## config.mk

```make
export PLATFORM = sky130hd
export DESIGN_NAME = sound_mulacc_seq_flat
export DESIGN_NICKNAME = d
export VERILOG_FILES = /design/src/rtl/sound_pkg.sv /design/src/rtl/sound_mulacc_seq_if.sv /design/src/rtl/sound_mulacc_seq.sv /design/src/flat_wrapper.sv
export SDC_FILE = /design/constraint.sdc
export NUM_CORES = 1
export LEC_CHECK = 0
export CORE_MARGIN = 5
export CORE_UTILIZATION = 41
export DETAILED_ROUTE_END_ITERATION = 8
export HOLD_SLACK_MARGIN = 0.02
export PLACE_DENSITY = 0.88
export SYNTH_ARGS = -nofsm -noshare
export SYNTH_HDL_FRONTEND = slang
export SYNTH_SLANG_ARGS = --single-unit
```

## constraint.sdc

```tcl
create_clock -name clock -period 2.1 [get_ports clock]
set_input_delay 0.315 -clock clock [delete_from_list [all_inputs] [get_ports clock]]
set_output_delay 0.315 -clock clock [all_outputs]
set_load 0.03 [all_outputs]
```

## src/rtl/sound_pkg.sv

```systemverilog
// ---------------------------------------------------------------------------
// sound_pkg
// Shared constants for the sound frame sequencer and its neighbours.
//   VOL_W / DAT_W / SUM_W : widths of the mulacc volume, sample and sum buses
//   MULACC_LAT            : clocks from a LOAD cycle until the mulacc raises
//                           ready (timeout reference for benches only)
//   IDLE..STORE           : sequencer FSM state encoding
// ---------------------------------------------------------------------------
package sound_pkg;

    localparam int VOL_W      = 6;
    localparam int DAT_W      = 8;
    localparam int SUM_W      = 16;
    localparam int MULACC_LAT = 17;

    typedef logic [2:0] state_t;

    localparam state_t IDLE  = 3'd0;
    localparam state_t LOAD  = 3'd1;
    localparam state_t GUARD = 3'd2;
    localparam state_t WAIT  = 3'd3;
    localparam state_t STORE = 3'd4;

endpackage

```

## src/rtl/sound_mulacc_seq_if.sv

```systemverilog
// ---------------------------------------------------------------------------
// sound_mulacc_seq_if
// Bus between the frame sequencer and the sound_mulacc serial MAC.
//   mac_vol     : channel volume (unsigned)        sequencer -> mulacc
//   mac_dat     : channel sample byte              sequencer -> mulacc
//   mac_inv7b   : bit-7 inversion mode             sequencer -> mulacc
//   mac_load    : one-clock start of a multiply    sequencer -> mulacc
//   mac_clr_sum : restart the accumulator on load  sequencer -> mulacc
//   mac_ready   : result available                 mulacc -> sequencer
//   mac_sum     : running accumulator              mulacc -> sequencer
// Modports: master = sequencer side, slave = mulacc side.
// ---------------------------------------------------------------------------
interface sound_mulacc_seq_if;
    import sound_pkg::*;

    logic [VOL_W-1:0] mac_vol;
    logic [DAT_W-1:0] mac_dat;
    logic             mac_inv7b;
    logic             mac_load;
    logic             mac_clr_sum;
    logic             mac_ready;
    logic [SUM_W-1:0] mac_sum;

    modport master (
        output mac_vol, mac_dat, mac_inv7b, mac_load, mac_clr_sum,
        input  mac_ready, mac_sum
    );

    modport slave (
        input  mac_vol, mac_dat, mac_inv7b, mac_load, mac_clr_sum,
        output mac_ready, mac_sum
    );

endinterface

```

## src/rtl/sound_mulacc_seq.sv

```systemverilog
// ---------------------------------------------------------------------------
// sound_mulacc_seq
// Frame sequencer time-sharing one sound_mulacc across NUM_CH channels.
// On each start tick it walks channels 0..NUM_CH-1, presents each channel's
// volume/sample to the mulacc, pulses load and waits for ready. Channels in
// the lower half accumulate into the left sum, the upper half into the right.
//
// Ports:
//   clock, reset : system clock, synchronous active-high reset
//   start        : one-clock sample tick that begins a frame
//   mode_inv7b   : global bit-7 inversion mode forwarded to the mulacc
//   ch_en        : per-channel enable (disabled channel uses volume 0)
//   ch_sel       : channel currently addressed in the register file
//   ch_vol/ch_dat: combinational read data for ch_sel
//   mac          : mulacc bus (master side)
//   out_l/out_r  : latched left/right frame sums
//   frame_done   : one-clock pulse when out_l/out_r have been updated
//   busy         : frame in progress
//   overrun      : sticky, start seen while a frame was in progress
// ---------------------------------------------------------------------------
module sound_mulacc_seq
    import sound_pkg::*;
#(
    parameter int NUM_CH = 8,
    parameter int CW     = 3
) (
    input  logic                 clock,
    input  logic                 reset,
    input  logic                 start,
    input  logic                 mode_inv7b,
    input  logic [NUM_CH-1:0]    ch_en,
    output logic [CW-1:0]        ch_sel,
    input  logic [VOL_W-1:0]     ch_vol,
    input  logic [DAT_W-1:0]     ch_dat,
    sound_mulacc_seq_if.master   mac,
    output logic [SUM_W-1:0]     out_l,
    output logic [SUM_W-1:0]     out_r,
    output logic                 frame_done,
    output logic                 busy,
    output logic                 overrun
);

    localparam logic [CW-1:0] RIGHT_FIRST = CW'(NUM_CH / 2);
    localparam logic [CW-1:0] LEFT_LAST   = CW'(NUM_CH / 2 - 1);
    localparam logic [CW-1:0] LAST_SEL    = CW'(NUM_CH - 1);

    state_t           state_q, state_d;
    logic [CW-1:0]    sel_q, sel_d;
    logic [VOL_W-1:0] vol_q, vol_d;
    logic [DAT_W-1:0] dat_q, dat_d;
    logic             inv_q, inv_d;
    logic             load_q, load_d;
    logic             clr_q, clr_d;
    logic [SUM_W-1:0] out_l_q, out_l_d;
    logic [SUM_W-1:0] out_r_q, out_r_d;
    logic             done_q, done_d;
    logic             busy_q, busy_d;
    logic             overrun_q, overrun_d;

    // State and registered outputs
    always_ff @(posedge clock) begin
        if (reset) begin
            state_q   <= IDLE;
            sel_q     <= '0;
            vol_q     <= '0;
            dat_q     <= '0;
            inv_q     <= 1'b0;
            load_q    <= 1'b0;
            clr_q     <= 1'b0;
            out_l_q   <= '0;
            out_r_q   <= '0;
            done_q    <= 1'b0;
            busy_q    <= 1'b0;
            overrun_q <= 1'b0;
        end else begin
            state_q   <= state_d;
            sel_q     <= sel_d;
            vol_q     <= vol_d;
            dat_q     <= dat_d;
            inv_q     <= inv_d;
            load_q    <= load_d;
            clr_q     <= clr_d;
            out_l_q   <= out_l_d;
            out_r_q   <= out_r_d;
            done_q    <= done_d;
            busy_q    <= busy_d;
            overrun_q <= overrun_d;
        end
    end

    // Next-state logic
    always_comb begin
        state_d = state_q;
        case (state_q)
            IDLE:    if (start) state_d = LOAD;
            LOAD:    state_d = GUARD;
            // mac_load is high during GUARD, so ready still shows the previous
            // channel's result here; the mulacc drops it on this cycle's edge.
            GUARD:   state_d = WAIT;
            WAIT:    if (mac.mac_ready) state_d = (sel_q == LAST_SEL) ? STORE : LOAD;
            STORE:   state_d = IDLE;
            default: state_d = IDLE;
        endcase
    end

    // Next values of the registered outputs
    always_comb begin
        sel_d     = sel_q;
        vol_d     = vol_q;
        dat_d     = dat_q;
        inv_d     = inv_q;
        load_d    = 1'b0;
        clr_d     = 1'b0;
        out_l_d   = out_l_q;
        out_r_d   = out_r_q;
        done_d    = 1'b0;
        busy_d    = busy_q;
        // Any start outside IDLE (STORE included) is an overrun.
        overrun_d = overrun_q | (start && (state_q != IDLE));

        case (state_q)
            IDLE: begin
                if (start) begin
                    sel_d  = '0;
                    busy_d = 1'b1;
                end
            end
            LOAD: begin
                load_d = 1'b1;
                vol_d  = ch_en[sel_q] ? ch_vol : '0;
                dat_d  = ch_dat;
                inv_d  = mode_inv7b;
                // Each half starts a fresh accumulation on its first channel.
                clr_d  = (sel_q == '0) || (sel_q == RIGHT_FIRST);
            end
            WAIT: begin
                if (mac.mac_ready) begin
                    if (sel_q == LEFT_LAST) begin
                        out_l_d = mac.mac_sum;
                    end
                    if (sel_q == LAST_SEL) begin
                        // Right sum lands together with frame_done in STORE.
                        out_r_d = mac.mac_sum;
                        done_d  = 1'b1;
                        busy_d  = 1'b0;
                    end else begin
                        sel_d = sel_q + CW'(1);
                    end
                end
            end
            STORE: begin
                sel_d = '0;
            end
            default: ;
        endcase
    end

    assign ch_sel          = sel_q;
    assign mac.mac_vol     = vol_q;
    assign mac.mac_dat     = dat_q;
    assign mac.mac_inv7b   = inv_q;
    assign mac.mac_load    = load_q;
    assign mac.mac_clr_sum = clr_q;
    assign out_l           = out_l_q;
    assign out_r           = out_r_q;
    assign frame_done      = done_q;
    assign busy            = busy_q;
    assign overrun         = overrun_q;

endmodule

```

## src/flat_wrapper.sv

```systemverilog
// flat-port wrapper written by rule: the top's interface ports become plain ports
module sound_mulacc_seq_flat import sound_pkg::*;
#(
    parameter int NUM_CH = 8,
    parameter int CW     = 3
)
  (clock, reset, start, mode_inv7b, ch_en, ch_sel, ch_vol, ch_dat, out_l, out_r, frame_done, busy, overrun, mac_mac_vol, mac_mac_dat, mac_mac_inv7b, mac_mac_load, mac_mac_clr_sum, mac_mac_ready, mac_mac_sum);
  sound_mulacc_seq_if mac_i ();
  input  logic clock;
  input  logic reset;
  input  logic start;
  input  logic mode_inv7b;
  input  logic [NUM_CH-1:0] ch_en;
  output logic [CW-1:0] ch_sel;
  input  logic [VOL_W-1:0] ch_vol;
  input  logic [DAT_W-1:0] ch_dat;
  output logic [SUM_W-1:0] out_l;
  output logic [SUM_W-1:0] out_r;
  output logic frame_done;
  output logic busy;
  output logic overrun;
  output wire logic [$bits(mac_i.mac_vol)-1:0] mac_mac_vol;
  output wire logic [$bits(mac_i.mac_dat)-1:0] mac_mac_dat;
  output wire logic [$bits(mac_i.mac_inv7b)-1:0] mac_mac_inv7b;
  output wire logic [$bits(mac_i.mac_load)-1:0] mac_mac_load;
  output wire logic [$bits(mac_i.mac_clr_sum)-1:0] mac_mac_clr_sum;
  input wire logic [$bits(mac_i.mac_ready)-1:0] mac_mac_ready;
  input wire logic [$bits(mac_i.mac_sum)-1:0] mac_mac_sum;
  assign mac_mac_vol = mac_i.mac_vol;
  assign mac_mac_dat = mac_i.mac_dat;
  assign mac_mac_inv7b = mac_i.mac_inv7b;
  assign mac_mac_load = mac_i.mac_load;
  assign mac_mac_clr_sum = mac_i.mac_clr_sum;
  assign mac_i.mac_ready = mac_mac_ready;
  assign mac_i.mac_sum = mac_mac_sum;
  sound_mulacc_seq #(.NUM_CH(NUM_CH), .CW(CW)) u_core (.clock(clock), .reset(reset), .start(start), .mode_inv7b(mode_inv7b), .ch_en(ch_en), .ch_sel(ch_sel), .ch_vol(ch_vol), .ch_dat(ch_dat), .mac(mac_i), .out_l(out_l), .out_r(out_r), .frame_done(frame_done), .busy(busy), .overrun(overrun));
endmodule
```

==> impl_summary.txt <==
----------------------------------------------------
[GRT]
  Tot GR Track Use ... 0.172
  Wire length of the first global-routing pass ... 9.74 mm
  Global route overflow ... 0
  Number of antenna violations at the first check in global routing ... 0
  Largest net degree at the start of global routing ... 31
  Via count of the first global-routing pass ... 1,985

[Synth]
  Library cells used by synthesis ... 34
  Dominant combinational cell family by area after synthesis ... simple AND/OR/NAND/NOR gates
  Mean cell area of the mapped netlist ... 8.99 µm²
  Number of instances in the synthesized netlist ... 248
  Mux share of post-synthesis cell area ... 0.0691
  Portion of the post-synthesis area used by sequential elements ... 0.521
  Warnings, synthesis ... 0
  Share of synthesized cell area in full adder, half adder and majority cells ... 0.0225
  Total nets after synthesis ... 295
  Synthesized flop and latch total ... 58
  Cell area after synthesis ... 2230 µm²
  Compound-Gate Fraction of Synth Area ... 0.136
  Post-synthesis share of cell area spent on and, or, nand and nor gates ... 0.199
  Synthesized-area fraction occupied by xor and xnor cells ... 0

[Power]
  Power Internal ... 1840 µW
  Reported leakage power ... 0.00121 µW
  Worst vdd ir ... 0.447 mV
  Power share of the combinational group ... 0.128
  Switching part of the total power ... 0.236
  Clk network pwr share ... 0.393
  Switching Power ... 567 µW
  Power per cell area ... 704 nW/µm²
  Overall power ... 2410 µW
  Register share of total power ... 0.479

[Cells and area]
  Final net count ... 393
  Count of placed standard cells in the final layout, fillers left out ... 420
  Area growth from synthesis to layout ... 53.6%
  Fraction of final layout cells sized beyond drive strength 1 ... 0.0886
  Area occupied by registers ... 1160 µm²
  Area of the multi-input gates ... 955 µm²
  Count of inserted antenna diode cells ... 0
  Filler instances ... 438

[Place]
  Port Buffers ... 97
  Post-detail-place hpwl ... 4.22 mm
  Setup Slack @ Placement ... 0.242 ns
  Final estimated routing congestion in global placement ... 0.781
  Inst Count DP ... 405

[Clock network]
  Post-CTS Hold Buffers ... 0
  Clock latency at the later pin of the worst-skew pair ... 0.32 ns
  Clock H-tree levels ... 3
  Clk root buf ... sky130_fd_sc_hd__clkbuf_8
  Number of clock buffers inserted by TritonCTS ... 9
  Number of buffers on the longest clock path ... 2
  CTS tree ... yes
  Clock slew seen by the registers of the worst setup and hold paths ... 0.06 ns
  CTS-repair resized insts ... 0
  TritonCTS Sinks ... 58
  Post-CTS Setup Inserts ... 0

[Critical path]
  List of cells traversed by the critical path ... buf_4 > clkdlybuf4s50_1
  Peak fanout along the critical path ... 9
  Buffer and inverter count on the worst path ... 2
  Worst reg-to-reg setup slack ... 0.33 ns
  CP Launch Type ... flip-flop
  Launching element of the worst setup path ... u_core.ch_sel[0]
  Worst R2R Path Depth ... 6
  Type of the worst setup path ... flip-flop to output pin
  Largest stage delay on the critical path ... 0.69 ns
  Data arrival time of the worst path ... 1.52 ns
  Slowest stage cell, crit path ... sky130_fd_sc_hd__clkdlybuf4s50_1
  Endpoint class of the critical path ... output pin
  Family with the most delay on the worst path ... buffers and inverters
  FF-to-FF End ... u_core.out_r[13]
  Data required, critical path ... 1.78 ns
  R2R Path Start ... u_core.ch_sel[1]

[Min path]
  Hold Path Stages ... 2
  Worst hold-check path type ... primary input to flip-flop
  Hold Crit Endpoint ... u_core.mac.mac_load
  Worst Min Path Start ... reset

[Drt]
  Number of detailed-route iterations in the first pass ... 4
  Mean number of vias per cell ... 4.84
  Wire length per cell after detailed routing ... 13.8 µm
  Vias post-DR ... 2,034
  Number of routed nets with antenna violations ... 0
  Drt drc ... 0
  Total length of routed wires ... 5.82 mm
  DRT iter0 DRCs ... 122

[Die]
  Height of the chip ... 83.7 µm
  X dimension of the die ... 83.7 µm
  Site Rows ... 26
  Initial core utilization ... 0.428
  IO Count ... 98
  Die footprint ... 7010 µm²
  Core box area ... 5200 µm²

[Run]
  Max capacitance violation total ... 0

[STA]
  Max Freq ... 0.545 GHz
  Worst max-slew margin expressed relative to the limit ... 0.627
  Number of failing hold endpoints at the final stage ... 0
  Final worst-path cycle share ... 0.874
  Setup repair after global routing missed its margin ... no
  Final setup TNS ... 0 ns
  Skew final ... 0.00685 ns
  Pins over their slew limit ... 0
  Worst hold margin ... 0.335 ns
  Pin slew with the least headroom to its limit ... 0.558 ns
  Minimum setup slack in the final design ... 0.265 ns
  Setup-violating endpoint count in the final report ... 0
  Post-layout min period ... 1.83 ns

[Status]
  Run status ... completed

----------------------------------------------------
cells in the final DEF (no fill, tap or decap), types with 3 or more instances in the layout:
cell                              synthesis  routed
sky130_fd_sc_hd__a21oi_1                 34      34
sky130_fd_sc_hd__a32o_1                   6       6
sky130_fd_sc_hd__nor3_1                   3       3
sky130_fd_sc_hd__nor2_1                  21      21
sky130_fd_sc_hd__buf_4                    4       7
sky130_fd_sc_hd__mux2i_1                 12      12
sky130_fd_sc_hd__clkbuf_8                 0      13
sky130_fd_sc_hd__inv_1                    3       3
sky130_fd_sc_hd__ha_1                     4       4
sky130_fd_sc_hd__dfxtp_1                 58      58
sky130_fd_sc_hd__clkdlybuf4s50_1          0      96
sky130_fd_sc_hd__nand2_1                 67      67
power by group through the flow:
| stage | registers [µW] | logic, µW | clock network, µW |
|---|---|---|---|
| after floorplan | 1220 | 112 | 0 |
| after global placement | 1180 | 303 | 0 |
| after detailed placement | 1180 | 307 | 0 |
| after CTS | 1150 | 310 | 972 |
| after global routing | 1160 | 327 | 1030 |
| final | 1150 | 307 | 948 |
stage by stage:
step                cell area (µm²)  utilization
global route                   3420        0.657
floorplan                      2230            -
detailed placement             3230        0.621
CTS                            3420        0.657
finish                         3420        0.657
global placement               3230        0.621
sequential cells by signal, indices dropped and copies added (netlist names):
register,flops
u_core.busy,1
u_core.ch_sel,3
u_core.frame_done,1
u_core.mac.mac_clr_sum,1
u_core.mac.mac_dat,8
u_core.mac.mac_inv7b,1
u_core.mac.mac_load,1
u_core.mac.mac_vol,6
u_core.out_l,16
u_core.out_r,16
u_core.overrun,1
u_core.state_q,3
cells in the mapped netlist:
library cell,instances,area [µm²]
sky130_fd_sc_hd__a2111oi_2,1,15.0
sky130_fd_sc_hd__a21oi_1,34,170
sky130_fd_sc_hd__a2bb2oi_1,1,8.76
sky130_fd_sc_hd__a311oi_2,1,15.0
sky130_fd_sc_hd__a31oi_1,1,6.26
sky130_fd_sc_hd__a32o_1,6,60.1
sky130_fd_sc_hd__and2_1,1,6.26
sky130_fd_sc_hd__and3_1,1,6.26
sky130_fd_sc_hd__and3b_2,1,10.0
sky130_fd_sc_hd__buf_2,4,20.0
sky130_fd_sc_hd__buf_4,4,30.0
sky130_fd_sc_hd__buf_6,3,33.8
sky130_fd_sc_hd__clkbuf_1,6,22.5
sky130_fd_sc_hd__dfxtp_1,58,1160
sky130_fd_sc_hd__ha_1,4,50.1
sky130_fd_sc_hd__inv_1,3,11.3
sky130_fd_sc_hd__mux2_1,2,22.5
sky130_fd_sc_hd__mux2_2,1,11.3
sky130_fd_sc_hd__mux2i_1,12,120
sky130_fd_sc_hd__nand2_1,67,251
sky130_fd_sc_hd__nand2b_1,1,6.26
sky130_fd_sc_hd__nand3_1,1,5.00
sky130_fd_sc_hd__nand3_2,1,10.0
sky130_fd_sc_hd__nand3b_1,1,7.51
sky130_fd_sc_hd__nand4b_1,1,8.76
sky130_fd_sc_hd__nor2_1,21,78.8
sky130_fd_sc_hd__nor2_4,1,11.3
sky130_fd_sc_hd__nor2b_1,2,12.5
sky130_fd_sc_hd__nor3_1,3,15.0
sky130_fd_sc_hd__nor3b_1,1,7.51
sky130_fd_sc_hd__o21ai_0,1,5.00
sky130_fd_sc_hd__o22ai_1,1,6.26
sky130_fd_sc_hd__o32ai_2,1,16.3
sky130_fd_sc_hd__or3_1,1,6.26
logic make-up after synthesis:
group,count (synthesis)
DFF,58
buffers and inverters,20
muxes,15
and+or+nand+nor,104
AOI/OAI and AO/OA,47
adders and majority gates,4
metal layers:
metal	GRT usage	wire length, µm
met2	0.283	2840
met3	0.0553	449
met4	0.0804	85
met5	0	0
met1	0.204	2440
worst max path at each step:
| stage | slack [ns] | to | depth (start not counted) |
|---|---|---|---|
| after floorplan | 0.41 | u_core.out_r[10] | 7 |
| after global placement | 0.34 | u_core.ch_sel[1] | 5 |
| after global routing | 0.15 | u_core.out_r[12] | 6 |
| after CTS | 0.24 | ch_sel[2] | 1 |
| after detailed placement | 0.24 | u_core.ch_sel[1] | 5 |
| final | 0.27 | ch_sel[0] | 2 |
cell type report:
cell class,count,share of cell area
Sequential cell,58,0.339
Timing Repair Buffer,104,0.298
Multi-Input combinational cell,170,0.279
Clock buffer,13,0.0523
Tap cell,70,0.0256
Inverter,3,0.00329
Clock inverter,2,0.00293
(Power assumes the default switching activity.)
